--- config.mk ---
export PLATFORM = sky130hd
export DESIGN_NAME = drive_arbiter
export DESIGN_NICKNAME = d
export VERILOG_FILES = /design/src/rtl/drive_arbiter.sv
export SDC_FILE = /design/constraint.sdc
export NUM_CORES = 1
export LEC_CHECK = 0
export CAP_MARGIN = 20
export CORE_MARGIN = 1
export CORE_UTILIZATION = 29
export DETAILED_ROUTE_END_ITERATION = 8
export GPL_TIMING_DRIVEN = 0
export HOLD_SLACK_MARGIN = 0.02
export PLACE_DENSITY = 0.61
export SLEW_MARGIN = 40
export SYNTH_ARGS = -nofsm -noshare
export SYNTH_HDL_FRONTEND = slang
export SYNTH_SLANG_ARGS = --single-unit
export TNS_END_PERCENT = 20
--- constraint.sdc ---
create_clock -name clk -period 2.5 [get_ports clk]
set_input_delay 0.625 -clock clk [delete_from_list [all_inputs] [get_ports clk]]
set_output_delay 0.625 -clock clk [all_outputs]
set_load 0.1 [all_outputs]
--- src/rtl/drive_arbiter.sv ---
// Drive command arbiter: selects one of N_SRC command sources through a guarded
// switch, resolves conflicting moves, applies obstacle interlocks and generates barrier pulses.
module drive_arbiter #(
  parameter int N_SRC        = 4,
  parameter int SEL_W        = 2,
  parameter int GUARD_CYCLES = 8,
  parameter int PULSE_CYCLES = 2,
  parameter int INTERLOCK_EN = 1
) (
  input  logic                 clk,
  input  logic                 reset,
  input  logic [SEL_W-1:0]     mode_sel,
  input  logic [6*N_SRC-1:0]   src_cmd,
  input  logic [3:0]           detector,
  output logic                 move_forward,
  output logic                 move_backward,
  output logic                 turn_left,
  output logic                 turn_right,
  output logic                 place_barrier,
  output logic                 destroy_barrier,
  output logic [SEL_W-1:0]     active_src,
  output logic [1:0]           state
);

  typedef enum logic [1:0] {
    ST_OFF   = 2'b00,
    ST_RUN   = 2'b01,
    ST_GUARD = 2'b10
  } state_t;

  localparam logic [7:0] GUARD_LOAD = 8'(GUARD_CYCLES);
  localparam logic [3:0] PULSE_LOAD = 4'(PULSE_CYCLES);
  localparam logic       IL         = (INTERLOCK_EN != 0);

  state_t           r_state;
  logic [SEL_W-1:0] r_active;
  logic [SEL_W-1:0] r_target;
  logic [7:0]       r_gcnt;
  logic [3:0]       r_pcnt;
  logic [1:0]       r_hist;
  logic             r_fwd, r_back, r_left, r_right, r_place, r_destroy;

  logic [5:0]       w_src [N_SRC];
  logic [5:0]       w_cmd;
  logic [5:0]       w_tcmd;
  logic [SEL_W-1:0] w_sel;
  logic             w_fwd, w_back, w_left, w_right, w_rise_p, w_rise_d;

  for (genvar k = 0; k < N_SRC; k++) begin : g_src
    assign w_src[k] = src_cmd[6*k +: 6];
  end

  // Out-of-range selections collapse to the OFF source.
  always_comb begin
    w_sel  = (int'(mode_sel) < N_SRC) ? mode_sel : '0;
    w_cmd  = '0;
    w_tcmd = '0;
    for (int k = 0; k < N_SRC; k++) begin
      if (int'(r_active) == k) w_cmd  = w_src[k];
      if (int'(r_target) == k) w_tcmd = w_src[k];
    end
  end

  always_comb begin
    w_fwd    = w_cmd[5] & ~w_cmd[4] & ~(IL & detector[3]);
    w_back   = w_cmd[4] & ~w_cmd[5] & ~(IL & detector[2]);
    w_left   = w_cmd[3] & ~w_cmd[2] & ~(IL & detector[1]);
    w_right  = w_cmd[2] & ~w_cmd[3] & ~(IL & detector[0]);
    w_rise_p = w_cmd[1] & ~r_hist[1];
    w_rise_d = w_cmd[0] & ~r_hist[0];
  end

  always_ff @(posedge clk) begin
    if (!reset) begin
      r_state   <= ST_OFF;
      r_active  <= '0;
      r_target  <= '0;
      r_gcnt    <= '0;
      r_pcnt    <= '0;
      r_hist    <= '0;
      r_fwd     <= 1'b0;
      r_back    <= 1'b0;
      r_left    <= 1'b0;
      r_right   <= 1'b0;
      r_place   <= 1'b0;
      r_destroy <= 1'b0;
    end else begin
      case (r_state)
        ST_OFF, ST_RUN: begin
          if (w_sel != r_active) begin
            r_state   <= ST_GUARD;
            r_target  <= w_sel;
            r_active  <= '0;
            r_gcnt    <= GUARD_LOAD;
            r_pcnt    <= '0;
            r_fwd     <= 1'b0;
            r_back    <= 1'b0;
            r_left    <= 1'b0;
            r_right   <= 1'b0;
            r_place   <= 1'b0;
            r_destroy <= 1'b0;
          end else if (r_state == ST_RUN) begin
            r_fwd   <= w_fwd;
            r_back  <= w_back;
            r_left  <= w_left;
            r_right <= w_right;
            r_hist  <= w_cmd[1:0];
            // A running pulse swallows any new edges; simultaneous edges cancel.
            if (r_pcnt != 4'd0) begin
              if (r_pcnt == 4'd1) begin
                r_place   <= 1'b0;
                r_destroy <= 1'b0;
                r_pcnt    <= '0;
              end else begin
                r_pcnt <= r_pcnt - 4'd1;
              end
            end else if (w_rise_p ^ w_rise_d) begin
              r_place   <= w_rise_p;
              r_destroy <= w_rise_d;
              r_pcnt    <= PULSE_LOAD;
            end
          end
        end
        ST_GUARD: begin
          if (w_sel != r_target) begin
            r_target <= w_sel;
            r_gcnt   <= GUARD_LOAD;
          end else if (r_gcnt <= 8'd1) begin
            r_gcnt   <= '0;
            r_active <= r_target;
            r_hist   <= w_tcmd[1:0];
            r_state  <= (r_target != '0) ? ST_RUN : ST_OFF;
          end else begin
            r_gcnt <= r_gcnt - 8'd1;
          end
        end
        default: r_state <= ST_OFF;
      endcase
    end
  end

  assign move_forward    = r_fwd;
  assign move_backward   = r_back;
  assign turn_left       = r_left;
  assign turn_right      = r_right;
  assign place_barrier   = r_place;
  assign destroy_barrier = r_destroy;
  assign active_src      = r_active;
  assign state           = r_state;

endmodule

==> Word level (Yosys, flattened, before mapping) <==
Cells that the tools add are included.
Widths: inputs -> output; s select.
{ "classes": {"eq_ne": 18, "n_reduce_logical": 17, "order_cmp": 1, "add_sub_neg": 2, "bitwise": 21, "mux": 51} }
{ "op_table": {"columns": ["operator", "count"], "rows": [
  ["$mux 2", 16],
  ["$mux 6", 4],
  ["$mux 8", 3],
  ["$mux 4", 5],
  ["$mux 1", 18],
  ["$pmux 2 s2", 4],
  ["$pmux 8 s2", 1],
  ["$ne 2x2->1 const B", 6],
  ["$and 1x1->1", 10],
  ["$eq 2x2->1 const B", 5],
  ["$not 1->1", 10],
  ["$reduce_and 3->1", 3],
  ["$le 8x1->1 const B", 1],
  ["$reduce_and 4->1", 2],
  ["$sub 8x1->8 const B", 1],
  ["$eq 2x1->1 const B", 3],
  ["$logic_not 2->1", 3],
  ["$reduce_bool 2->1", 3],
  ["$reduce_and 5->1", 1],
  ["$eq 4x1->1 const B", 1],
  ["$ne 2x2->1", 2],
  ["$reduce_and 2->1", 2],
  ["$reduce_bool 4->1", 1],
  ["$sub 4x1->4 const B", 1],
  ["other kinds (4)", 4]
]} }
{ "totals": {"input_bits": 32, "elab_cells": 122, "ff_bits": 26, "output_inout_bits": 10} }

==> Longest topological paths before layout <==
{ "logic_depth": {"depth_word": 11, "ltp_mapped": 7, "ltp_nobuf": 7} }

==> Least setup slack after synthesis <==
Ideal clock, no wire load.
{ "synth_timing": {"kind": "reg2reg", "from": "register r_active[0] (netlist: active_src[0])", "to": "register r_place (netlist: place_barrier)", "arrival_ns": 2.326, "period_less_slack_ns": 2.445, "path_buffers": 1, "stages_incl_launch_ff": 7, "setup_ns": 0.119, "path_slack_ns": 0.055, "t_required_ns": 2.381, "path_cell_list": "dfxtp_1 -> buf_6 -> mux4_2 -> nand2b_1 -> nand2_1 -> a21o_1 -> a32o_1"} }
{ "synth_between": {"elab_chain_len": 10, "elab_cells_between_ends": 20, "cone_classes": "eq/ne: 5; mux: 8; bitwise: 3; reduce/logical: 4"} }
{ "synth_rtl": {"columns": ["element", "line", "source"], "rows": [
  ["start, declared", "36", "logic [SEL_W-1:0] r_active;"],
  ["start signal, assigned", "130", "r_active <= r_target;"],
  ["$logic_not 2->1", "59", "if (int'(r_active) == k) w_cmd = w_src[k];"],
  ["$mux 6 (4 in a row)", "59", null],
  ["$and 1x1->1", "69", "w_rise_p = w_cmd[1] & ~r_hist[1];"],
  ["$mux 1", "117", "end else if (w_rise_p ^ w_rise_d) begin"],
  ["$mux 1", "109", "if (r_pcnt != 4'd0) begin"],
  ["$mux 1", "102", "end else if (r_state == ST_RUN) begin"],
  ["$mux 1", "90", "if (w_sel != r_active) begin"],
  ["end signal, assigned", "118", "r_place <= w_rise_p;"],
  ["end, declared", "41", "logic r_fwd, r_back, r_left, r_right, r_place, r_destroy;"]
]} }
Several ways; a longest one is shown, not always the timed one. The select of a mux whose other input is x is not followed.
A chain may end at the register's enable or synchronous reset.

==> Worst setup path after layout <==
{ "layout_timing": {"from": "input mode_sel[0]", "to": "register r_right (netlist: turn_right)"} }
{ "layout_between": {"elab_chain_len": 3, "elab_cells_between_ends": 4, "cone_classes": "eq/ne: 1; mux: 1; reduce/logical: 2"} }
{ "layout_rtl": {"columns": ["element", "line", "source"], "rows": [
  ["start, declared", "12", "input logic [SEL_W-1:0] mode_sel,"],
  ["$ne 2x2->1 *", "90", null],
  ["$reduce_bool 2->1 (no source line)", null, null],
  ["$reduce_and 2->1 (no source line)", null, null],
  ["end signal, assigned", "106", "r_right <= w_right;"],
  ["end, declared", "41", null]
]} }
Mark *: on every way between the ends. The rest lies on a longest branch, timed or not.

==> results.sh <==
export IMPL_gp_congestion=0.804
export IMPL_max_cap_viol_count=0
export IMPL_diodes=0
export IMPL_crit_arrival_ps=2450
export IMPL_drt_pass1_iter_count=4
export IMPL_synthCells=177
export IMPL_cts_tree="built"
export IMPL_max_clock_path_buffers=2
export IMPL_ys_seq_area_frac=0.311
export IMPL_tns_ps=0
export IMPL_drtAntennaViolNets=0
export IMPL_fin_hold_ws_ps=452
export IMPL_met1_length_mm=1.67
export IMPL_post_route_util=0.391
export IMPL_die_h_um=77.9
export IMPL_core_mm2=0.00554
export IMPL_yosys_warnings=0
export IMPL_end_kind="register"
export IMPL_grt_pass1_vias=1439
export IMPL_wl_met3_um=120
export IMPL_highest_layer="met4"
export IMPL_slew_viol_final=0
export IMPL_dp_hpwl_mm=2.82
export IMPL_track_usage=0.127
export IMPL_rows=27
export IMPL_clock_latency_ps=270
export IMPL_htree_levels=1
export IMPL_placed_cell_area_mm2=0.00211
export IMPL_required_ps=2710
export IMPL_drt_wl_total_mm=3.53
export IMPL_io_buffers=40
export IMPL_path_class="input port to register"
export IMPL_relSlewSlack=0.602
export IMPL_period_minus_slack_ps=2240
export IMPL_period_share=0.897
export IMPL_die_w_um=77.9
export IMPL_ys_ff_latch=26
export IMPL_hold_buffers=0
export IMPL_viasPerCell=4.88
export IMPL_grt_pass1_wl_mm=6.21
export IMPL_clkSinkCount=26
export IMPL_fill_cells=605
export IMPL_area_growth_pct=29.6
export IMPL_worstMarginPinSlew_ps=590
export IMPL_postCtsSetupBuffers=0
export IMPL_syn_num_nets=214
export IMPL_rsz0062_at_grt="no"
export IMPL_multi_input_area_mm2=0.00106
export IMPL_hold_viol=0
export IMPL_ctsResizeCount=0
export IMPL_first_iter_violations=22
export IMPL_vias=1430
export IMPL_setup_viol=0
export IMPL_power_density_mw_per_mm2=490
export IMPL_grt_ovfl_total=0
export IMPL_avgSynthCellArea_um2=9.44
export IMPL_drc=0
export IMPL_nNetsFinal=259
export IMPL_ys_types=49
export IMPL_path_clk_slew_ps=90
export IMPL_die_area_mm2=0.00607
export IMPL_fmaxAchievable_mhz=446
export IMPL_rrSetupSlack_ps=620
export IMPL_io_pin_count=42
export IMPL_syn_area_mm2=0.00167
export IMPL_cp_max_fo=9
export IMPL_final_cell_area_mm2=0.00217
export IMPL_worst_clock_skew_ps=3.48
export IMPL_wl_met2_mm=1.72
export IMPL_cts_buffers=3
export IMPL_clockRootBuffer="clkbuf_8"
export IMPL_grt_max_degree=15
export IMPL_leakagePower_nw=0.843
export IMPL_wl_per_cell_um=12.1
export IMPL_antenna_found_initial=0
export IMPL_ff_latch_area_um2=520
export IMPL_initial_core_util=0.302
export IMPL_min_path_type="register to register"
export IMPL_crit_path_start_kind="input port"
export IMPL_drive_above_1_share=0.158
export IMPL_irDropWorstVdd_mv=0.246
export IMPL_status="finished, final reports clean"
-- power by group --
| group | switching (W) | total, W | leakage [nW] | internal, W |
|---|---|---|---|---|
| Sequential | 0.0000236 | 0.000459 | 0.211 | 0.000435 |
| Clock | 0.000132 | 0.000273 | 0.0288 | 0.000141 |
| Combinational | 0.000175 | 0.000330 | 0.603 | 0.000156 |
| Total | 0.000331 | 0.00106 | 0.843 | 0.000732 |
-- cell usage after synthesis, drive strengths merged --
library cell,n,share of area
o21bai,1,0.0045
o211ai,1,0.0045
or4,1,0.0045
a311oi,1,0.0052
ha,5,0.037
a21o,1,0.0045
nand3,6,0.025
xnor2,5,0.035
a21boi,6,0.027
mux4,8,0.11
and4,1,0.0060
a211oi,2,0.0090
nand2b,2,0.0075
nand3b,1,0.0045
nand4,2,0.0075
nor3,6,0.018
nor2,17,0.038
inv,7,0.016
xor2,6,0.031
dfxtp,26,0.31
and3,2,0.0075
nor4,2,0.016
o311ai,2,0.010
a41o,2,0.013
or3,1,0.0037
a31oi,1,0.0037
a31o,1,0.0052
a21oi,8,0.024
mux2i,4,0.024
buf,5,0.030
mux2,1,0.0067
o21ai,9,0.027
a32o,2,0.012
o21a,2,0.0090
nor2b,4,0.015
and2,3,0.013
clkbuf,4,0.0097
or4b,4,0.024
nand2,15,0.034
-- cells by family after synthesis --
kind of cell / count (synthesis) / synth area share
adders and majority gates: 5 / 0.0374
xor gates and xnor gates: 11 / 0.0666
buffers and inverters: 16 / 0.0554
muxes: 13 / 0.145
AOI/OAI and AO/OA: 39 / 0.159
and+or+nand+nor: 67 / 0.225
DFF: 26 / 0.311
-- layout by cell type (no fill, tap or decap), types with 3 or more instances in the layout --
master / n
xnor2_1: 3
a21oi_1: 8
mux4_1: 3
or4b_1: 4
o21ai_0: 8
nand2_1: 15
nand3_1: 5
ha_1: 5
nor2b_1: 4
xor2_1: 6
a21boi_1: 4
clkbuf_1: 3
buf_2: 11
nor2_1: 17
buf_6: 4
mux2i_1: 4
dfxtp_1: 26
mux4_2: 5
nor3_1: 6
clkdlybuf4s50_1: 30
clkbuf_8: 4
inv_1: 7
-- metrics by stage --
stage	cells	total power [W]	setup slack, ps
4_1_cts	293	0.00108	245
2_1_floorplan	177	0.000701	55.4
3_5_place_dp	289	0.000800	-35.6
5_1_grt	293	0.00113	137
6_report	293	0.00106	258
3_3_place_gp	289	0.000801	-35.8
-- sequential cells by signal (all words and copies together) (netlist names) --
register	flops
move_backward	1
r_hist	2
place_barrier	1
turn_left	1
r_pcnt	4
destroy_barrier	1
r_target	2
move_forward	1
r_gcnt	8
turn_right	1
state	2
active_src	2
-- layout make-up --
cell class	instances	area share
multi-input cells	135	0.488
flip-flops and latches	26	0.240
repair buffers	40	0.162
well taps	72	0.0416
plain buffers	9	0.0306
clock buffers	4	0.0254
inverters	7	0.0121
-- per-layer routing --
layer | global-route usage | up-vias
li1 | - | 734
met1 | 0.152 | 671
met2 | 0.228 | 23
met3 | 0.0294 | 2
met4 | 0.0278 | 0
met5 | 0 | -
-- critical path, cell delays in order --
cell	delay (ps)
clkdlybuf4s50_1	490
xnor2_2	320
and2_4	220
nand3_4	130
or4b_1	520
a21boi_1	140
-- worst paths after layout --
| kind | to | cells after the start | from |
|---|---|---|---|
| hold reg to reg | turn_left | 2 | turn_left |
| setup reg to reg | r_hist[0] | 6 | r_target[0] |
| setup / recovery | turn_right | 6 | mode_sel[0] |
| hold / removal | turn_left | 2 | turn_left |
Note: power is estimated with default switching activity, not from simulation.
